--- src/rtl/timer_counter_multi_if.sv ---
// APB slave bus bundle for the multi-channel timer/counter.
interface timer_counter_multi_if #(
  parameter int unsigned DATA_WIDTH = 8,
  parameter int unsigned ADDR_WIDTH = 5
);
  logic                  psel;
  logic                  penable;
  logic                  pwrite;
  logic [ADDR_WIDTH-1:0] paddr;
  logic [DATA_WIDTH-1:0] pwdata;
  logic [DATA_WIDTH-1:0] prdata;
  logic                  pready;
  logic                  pslverr;

  modport master (
    output psel, penable, pwrite, paddr, pwdata,
    input  prdata, pready, pslverr
  );

  modport slave (
    input  psel, penable, pwrite, paddr, pwdata,
    output prdata, pready, pslverr
  );
endinterface

--- src/rtl/timer_counter_multi.sv ---
// NUM_CH independent up/down timers behind one zero-wait-state APB slave.
// A shared 4-bit free-running prescaler produces phase-aligned tick enables.
module timer_counter_multi #(
  parameter int unsigned DATA_WIDTH = 8,
  parameter int unsigned NUM_CH     = 2,
  parameter int unsigned ADDR_WIDTH = 5
) (
  input  logic                 pclk,
  input  logic                 preset,
  timer_counter_multi_if.slave bus,
  output logic [NUM_CH-1:0]    tmr_ovf,
  output logic [NUM_CH-1:0]    tmr_udf,
  output logic                 irq
);

  localparam int unsigned ChW = ADDR_WIDTH - 2;

  // Register offsets within a channel
  localparam logic [1:0] OffTdr  = 2'd0;
  localparam logic [1:0] OffTcr  = 2'd1;
  localparam logic [1:0] OffTsr  = 2'd2;
  localparam logic [1:0] OffTcnt = 2'd3;

  logic [ChW-1:0] ch_idx;
  logic [1:0]     reg_off;
  logic           ch_valid;
  logic           access;
  logic           wr_commit;

  logic [3:0]            pc_q;
  logic [DATA_WIDTH-1:0] tdr_q [NUM_CH];
  logic [DATA_WIDTH-1:0] tdr_d [NUM_CH];
  logic [DATA_WIDTH-1:0] cnt_q [NUM_CH];
  logic [DATA_WIDTH-1:0] cnt_d [NUM_CH];
  // TCR bits 6:0 only; LOAD is a write strobe and is never stored
  logic [6:0]            tcr_q [NUM_CH];
  logic [6:0]            tcr_d [NUM_CH];
  logic [NUM_CH-1:0]     ovf_q, ovf_d, udf_q, udf_d;

  logic [NUM_CH-1:0] wr_sel;
  logic [NUM_CH-1:0] tick;
  logic [NUM_CH-1:0] load;
  logic [NUM_CH-1:0] set_ovf, set_udf;
  logic [NUM_CH-1:0] ovf_ie, udf_ie;

  assign ch_idx    = bus.paddr[ADDR_WIDTH-1:2];
  assign reg_off   = bus.paddr[1:0];
  assign ch_valid  = 32'(ch_idx) < NUM_CH;
  assign access    = bus.psel & bus.penable;
  // TCNT is read-only, so a write to it never commits
  assign wr_commit = access & bus.pwrite & ch_valid & (reg_off != OffTcnt);

  assign bus.pready  = 1'b1;
  assign bus.pslverr = access & (~ch_valid | (bus.pwrite & (reg_off == OffTcnt)));

  // Per-channel write select and prescaler tick decode
  always_comb begin
    wr_sel = '0;
    tick   = '0;
    ovf_ie = '0;
    udf_ie = '0;
    for (int i = 0; i < NUM_CH; i++) begin
      wr_sel[i] = wr_commit & (ch_idx == ChW'(i));
      ovf_ie[i] = tcr_q[i][3];
      udf_ie[i] = tcr_q[i][2];
      case (tcr_q[i][1:0])
        2'd0:    tick[i] = pc_q[0];
        2'd1:    tick[i] = &pc_q[1:0];
        2'd2:    tick[i] = &pc_q[2:0];
        default: tick[i] = &pc_q;
      endcase
    end
  end

  // Register writes, counter update and sticky flag next-state
  always_comb begin
    load    = '0;
    set_ovf = '0;
    set_udf = '0;
    ovf_d   = ovf_q;
    udf_d   = udf_q;
    for (int i = 0; i < NUM_CH; i++) begin
      tdr_d[i] = tdr_q[i];
      tcr_d[i] = tcr_q[i];
      cnt_d[i] = cnt_q[i];
      if (wr_sel[i] && reg_off == OffTdr) begin
        tdr_d[i] = bus.pwdata;
      end
      if (wr_sel[i] && reg_off == OffTcr) begin
        tcr_d[i] = bus.pwdata[6:0];
        load[i]  = bus.pwdata[7];
      end
      // LOAD takes the pre-edge TDR and masks any tick on the same edge
      if (load[i]) begin
        cnt_d[i] = tdr_q[i];
      end else if (tcr_q[i][4] && tick[i]) begin
        if (!tcr_q[i][5]) begin
          if (&cnt_q[i]) begin
            cnt_d[i]   = tcr_q[i][6] ? tdr_q[i] : '0;
            set_ovf[i] = 1'b1;
          end else begin
            cnt_d[i] = cnt_q[i] + DATA_WIDTH'(1);
          end
        end else begin
          if (cnt_q[i] == '0) begin
            cnt_d[i]   = tcr_q[i][6] ? tdr_q[i] : '1;
            set_udf[i] = 1'b1;
          end else begin
            cnt_d[i] = cnt_q[i] - DATA_WIDTH'(1);
          end
        end
      end
      // Hardware set beats a simultaneous W1C
      if (wr_sel[i] && reg_off == OffTsr) begin
        ovf_d[i] = ovf_q[i] & ~bus.pwdata[0];
        udf_d[i] = udf_q[i] & ~bus.pwdata[1];
      end
      ovf_d[i] = ovf_d[i] | set_ovf[i];
      udf_d[i] = udf_d[i] | set_udf[i];
    end
  end

  // State registers with synchronous reset
  always_ff @(posedge pclk) begin
    if (preset) begin
      pc_q  <= 4'd0;
      ovf_q <= '0;
      udf_q <= '0;
      for (int i = 0; i < NUM_CH; i++) begin
        tdr_q[i] <= '0;
        tcr_q[i] <= '0;
        cnt_q[i] <= '0;
      end
    end else begin
      pc_q  <= pc_q + 4'd1;
      ovf_q <= ovf_d;
      udf_q <= udf_d;
      for (int i = 0; i < NUM_CH; i++) begin
        tdr_q[i] <= tdr_d[i];
        tcr_q[i] <= tcr_d[i];
        cnt_q[i] <= cnt_d[i];
      end
    end
  end

  // Combinational read mux; invalid channels and non-read cycles return 0
  always_comb begin
    bus.prdata = '0;
    if (bus.psel && !bus.pwrite && ch_valid) begin
      for (int i = 0; i < NUM_CH; i++) begin
        if (ch_idx == ChW'(i)) begin
          case (reg_off)
            OffTdr:  bus.prdata = tdr_q[i];
            OffTcr:  bus.prdata = {{(DATA_WIDTH-7){1'b0}}, tcr_q[i]};
            OffTsr:  bus.prdata = {{(DATA_WIDTH-2){1'b0}}, udf_q[i], ovf_q[i]};
            default: bus.prdata = cnt_q[i];
          endcase
        end
      end
    end
  end

  assign tmr_ovf = ovf_q;
  assign tmr_udf = udf_q;
  assign irq     = |((ovf_q & ovf_ie) | (udf_q & udf_ie));

endmodule

--- src/flat_wrapper.sv ---
// flat-port wrapper written by rule: the top's interface ports become plain ports
module timer_counter_multi_flat 
#(
  parameter int unsigned DATA_WIDTH = 8,
  parameter int unsigned NUM_CH     = 2,
  parameter int unsigned ADDR_WIDTH = 5
)
  (pclk, preset, tmr_ovf, tmr_udf, irq, bus_psel, bus_penable, bus_pwrite, bus_paddr, bus_pwdata, bus_prdata, bus_pready, bus_pslverr);
  timer_counter_multi_if #(.DATA_WIDTH(DATA_WIDTH), .ADDR_WIDTH(ADDR_WIDTH)) bus_i ();
  input  logic pclk;
  input  logic preset;
  output logic [NUM_CH-1:0] tmr_ovf;
  output logic [NUM_CH-1:0] tmr_udf;
  output logic irq;
  input wire logic [$bits(bus_i.psel)-1:0] bus_psel;
  input wire logic [$bits(bus_i.penable)-1:0] bus_penable;
  input wire logic [$bits(bus_i.pwrite)-1:0] bus_pwrite;
  input wire logic [$bits(bus_i.paddr)-1:0] bus_paddr;
  input wire logic [$bits(bus_i.pwdata)-1:0] bus_pwdata;
  output wire logic [$bits(bus_i.prdata)-1:0] bus_prdata;
  output wire logic [$bits(bus_i.pready)-1:0] bus_pready;
  output wire logic [$bits(bus_i.pslverr)-1:0] bus_pslverr;
  assign bus_i.psel = bus_psel;
  assign bus_i.penable = bus_penable;
  assign bus_i.pwrite = bus_pwrite;
  assign bus_i.paddr = bus_paddr;
  assign bus_i.pwdata = bus_pwdata;
  assign bus_prdata = bus_i.prdata;
  assign bus_pready = bus_i.pready;
  assign bus_pslverr = bus_i.pslverr;
  timer_counter_multi #(.DATA_WIDTH(DATA_WIDTH), .NUM_CH(NUM_CH), .ADDR_WIDTH(ADDR_WIDTH)) u_core (.pclk(pclk), .preset(preset), .bus(bus_i), .tmr_ovf(tmr_ovf), .tmr_udf(tmr_udf), .irq(irq));
endmodule
--- config.mk ---
export PLATFORM = sky130hd
export DESIGN_NAME = timer_counter_multi_flat
export DESIGN_NICKNAME = d
export VERILOG_FILES = /design/src/rtl/timer_counter_multi_if.sv /design/src/rtl/timer_counter_multi.sv /design/src/flat_wrapper.sv
export SDC_FILE = /design/constraint.sdc
export NUM_CORES = 1
export LEC_CHECK = 0
export CORE_AREA = 2 2 102 104
export DETAILED_ROUTE_END_ITERATION = 10
export DIE_AREA = 0 0 104 106
export SKIP_CTS_REPAIR_TIMING = 1
export SYNTH_ARGS = -nofsm -noshare
export SYNTH_HDL_FRONTEND = slang
export SYNTH_SLANG_ARGS = --single-unit
export TNS_END_PERCENT = 50
--- constraint.sdc ---
create_clock -name pclk -period 2.7 [get_ports pclk]
set_input_delay 0.54 -clock pclk [delete_from_list [all_inputs] [get_ports pclk]]
set_output_delay 0.54 -clock pclk [all_outputs]
set_load 0.03 [all_outputs]
==> flow_summary.json, run 1 <==
{
  "status": "complete, no violations",
  "synth_edf_count": 0,
  "ys_seq_area_share_pct": 27.8,
  "arrival_ns": 2.07,
  "p_comb_share_pct": 10.4,
  "cp_max_fo": 9,
  "wl_um": 12200,
  "pwr-share-clk_pct": 33.1,
  "hold_ws_ns": 0.493,
  "slew_headroom_pct": 64.1,
  "syn_area_sq_um": 3880,
  "grt_pass1_wl_um": 19700,
  "initial_utilization_pct": 38.8,
  "p_leak_nw": 1.73,
  "drive_above_1_share_pct": 15.1,
  "clk_latency_ns": 0.32,
  "nNetsFinal": 562,
  "ios": 33,
  "ys.flop_type": "dfxtp_1",
  "drv_slew": 0,
  "nFillCells": 1014,
  "sw_frac_of_total_pct": 26.1,
  "worst-r2r-cell-count": 7,
  "wire_per_inst_um": 18.1,
  "drt_first_pass_iters": 5,
  "internal_power_mw": 1.05,
  "dieWidth_um": 104,
  "clock-sinks": 54,
  "antenna_found_initial": 0,
  "route.detailed.drc": 0,
  "numPortBuffers": 31,
  "seqPwrFrac_pct": 56.6,
  "grt_pass1_vias": 3708,
  "yosys_warnings": 0,
  "cts_tree": "built",
  "synth_nets": 519,
  "cp-end-kind": "primary output",
  "final_cell_mix": "59 x nor2_1, 54 x dfxtp_1, 51 x buf_4, 50 x mux2i_1, 34 x a21oi_1",
  "multi_input_area_sq_um": 2580,
  "hold_viol": 0,
  "powerDensity_nw_per_um2": 306,
  "synth_cell_type_count": 65,
  "min-delay-start": "u_core.pc_q[0]$_SDFF_PP0_",
  "min_delay_path_depth": 1,
  "num_rows": 37,
  "die_y_um": 106,
  "regToRegSetupSlack_ns": 0.31,
  "stdcell_count": 673,
  "vdd_drop_max_mv": 0.178,
  "track_usage_pct": 22.0,
  "fin_ws_ns": 0.0919,
  "rr_startpoint": "u_core.cnt_q[0][9]$_SDFFE_PP0P_",
  "grt_max_degree": 46,
  "post-route-min-period_ns": 2.61,
  "switchingPower_mw": 0.372,
  "final_common_cell": "nor2_1",
  "async_flop_share_pct": 0,
  "fmax_ghz": 0.383,
  "cts_root_buf": "clkbuf_8",
  "htreeDepth": 2,
  "avgViaCountPerCell": 5.99,
  "place_hpwl_um": 9050,
  "r2r-end": "u_core.cnt_q[0][13]$_SDFFE_PP0P_",
  "ys_seq_elements": 54,
  "drt_iter0_drc": 343,
  "vias": 4028,
  "clockBufferDepth": 2,
  "holdPathEnd": "u_core.pc_q[0]$_SDFF_PP0_",
  "hp-class": "flop to flop",
  "criticalPathCategory": "primary input to primary output",
  "path_clk_slew_ns": 0.10,
  "numCtsBuffers": 5,
  "gp_congestion": 0.883,
  "seq_area_sq_um": 1080,
  "finClkSkew_ns": 0.0119,
  "finalCritPeriodShare_pct": 96.6,
  "detail-route-antenna-nets": 0,
  "required_ns": 2.16,
  "dieArea_sq_um": 11000,
  "core_sq_um": 10000,
  "dp_slack_ns": -0.499,
  "worst_pin_slew_ns": 0.538,
  "dp_cells": 664,
  "syn_avg_cell_area_sq_um": 7.88,
  "n_antenna_cell": 0,
  "cp-start-kind": "primary input",
  "grt_overflow_total": 0,
  "setup_tns_ns": 0,
  "setup_viol": 0,
  "synth_cells": 493,
  "area_growth_pct": 19.9,
  "max_cap_violations": 0
}
==> power groups by stage <==
stage / Combinational, mW / Sequential [mW] / Clock, mW
after global routing: 0.161 / 0.807 / 0.514
after floorplan: 0.0737 / 0.823 / 0
after CTS: 0.145 / 0.806 / 0.486
final: 0.148 / 0.806 / 0.471
after global placement: 0.143 / 0.824 / 0
after detailed placement: 0.145 / 0.824 / 0
==> flip-flops by register name, indices dropped and copies added (netlist names) <==
signal and count:
u_core.cnt_q 16, u_core.tmr_ovf 2, u_core.tmr_udf 2, u_core.pc_q 4, u_core.tcr_q 14, u_core.tdr_q 16
==> layout make-up <==
cell class	instances	share of cell area (%)
clock buffers	6	1.56
clock inverters	2	0.350
inverters	15	1.21
multi-input cells	382	55.5
flip-flops and latches	54	23.2
well taps	136	3.66
repair buffers	78	14.5
==> kinds of logic (layout without fill, tap and decap cells) <==
kind of cell / after synthesis / count (layout) / share of synthesized area, %
xor gates and xnor gates: 9 / 9 / 2.03
DFF: 54 / 54 / 27.8
adders and majority gates: 8 / 8 / 2.58
other: 1 / 1 / 0.0966
muxes: 54 / 54 / 15.2
buffers and inverters: 57 / 101 / 5.90
and+or+nand+nor: 181 / 181 / 24.8
AOI/OAI and AO/OA: 129 / 129 / 21.6
==> worst max path at each step <==
stage	depth (start not counted)	endpoint	slack, ns	from
final	6	bus_prdata[4]	0.09	bus_paddr[2]
after CTS	7	bus_pslverr	-0.50	bus_paddr[0]
after floorplan	6	bus_prdata[6]	0.06	bus_paddr[0]
after global routing	6	bus_prdata[4]	-0.002	bus_paddr[2]
after global placement	7	bus_pslverr	-0.45	bus_paddr[0]
after detailed placement	7	bus_pslverr	-0.50	bus_paddr[0]
==> per-stage QoR <==
stage                     area (sq um)  utilization, %  power [mW]
after floorplan                   3890               -       0.896
after detailed placement          4550            45.5       0.969
after CTS                         4640            46.4        1.44
after global placement            4550            45.5       0.967
after global routing              4650            46.5        1.48
final                             4650            46.5        1.42
==> layer usage <==
layer  vias up  GRT usage [%]  wire length, um
met2       152           34.7             5450
met3         7           3.07              694
met1      1959           32.2             5960
met4         0           3.86               85
li1       1910              -                -
met5         -              0                0
==> synth_stat cells, drive strengths merged (4+ instances only) <==
cell     n  area share (%)
a31oi   10             1.6
nand4    5            0.81
or4      4            0.77
or3     11             1.8
nand2   31             3.0
dfxtp   54              28
a21oi   34             4.4
nor2    59             5.7
mux4     4             2.3
o21ai   31             4.0
mux2i   50              13
buf      7             1.1
ha       8             2.6
nor3    16             2.6
and3    12             2.0
xnor2    5             1.1
o32ai    8             1.8
clkbuf  35             3.4
nand3   12             1.5
inv     15             1.5
xor2     4            0.90
a211oi  10             1.9
o22ai    5            0.81
nor4     5             1.2
a311oi   6             1.4
==> worst max-delay path, stage by stage <==
cell,delay [ns]
clkdlybuf4s50_1,0.47
or3b_4,0.45
a21oi_1,0.14
o21ai_0,0.08
and3_1,0.21
buf_4,0.17
(Power assumes the default switching activity.)
==> inputs of run 2 (changes only) <==
Settings changed: SKIP_LAST_GASP set to 1.
==> results of run 2 <==
No change in the layout: final DEF, timing and power equal those of run 1.
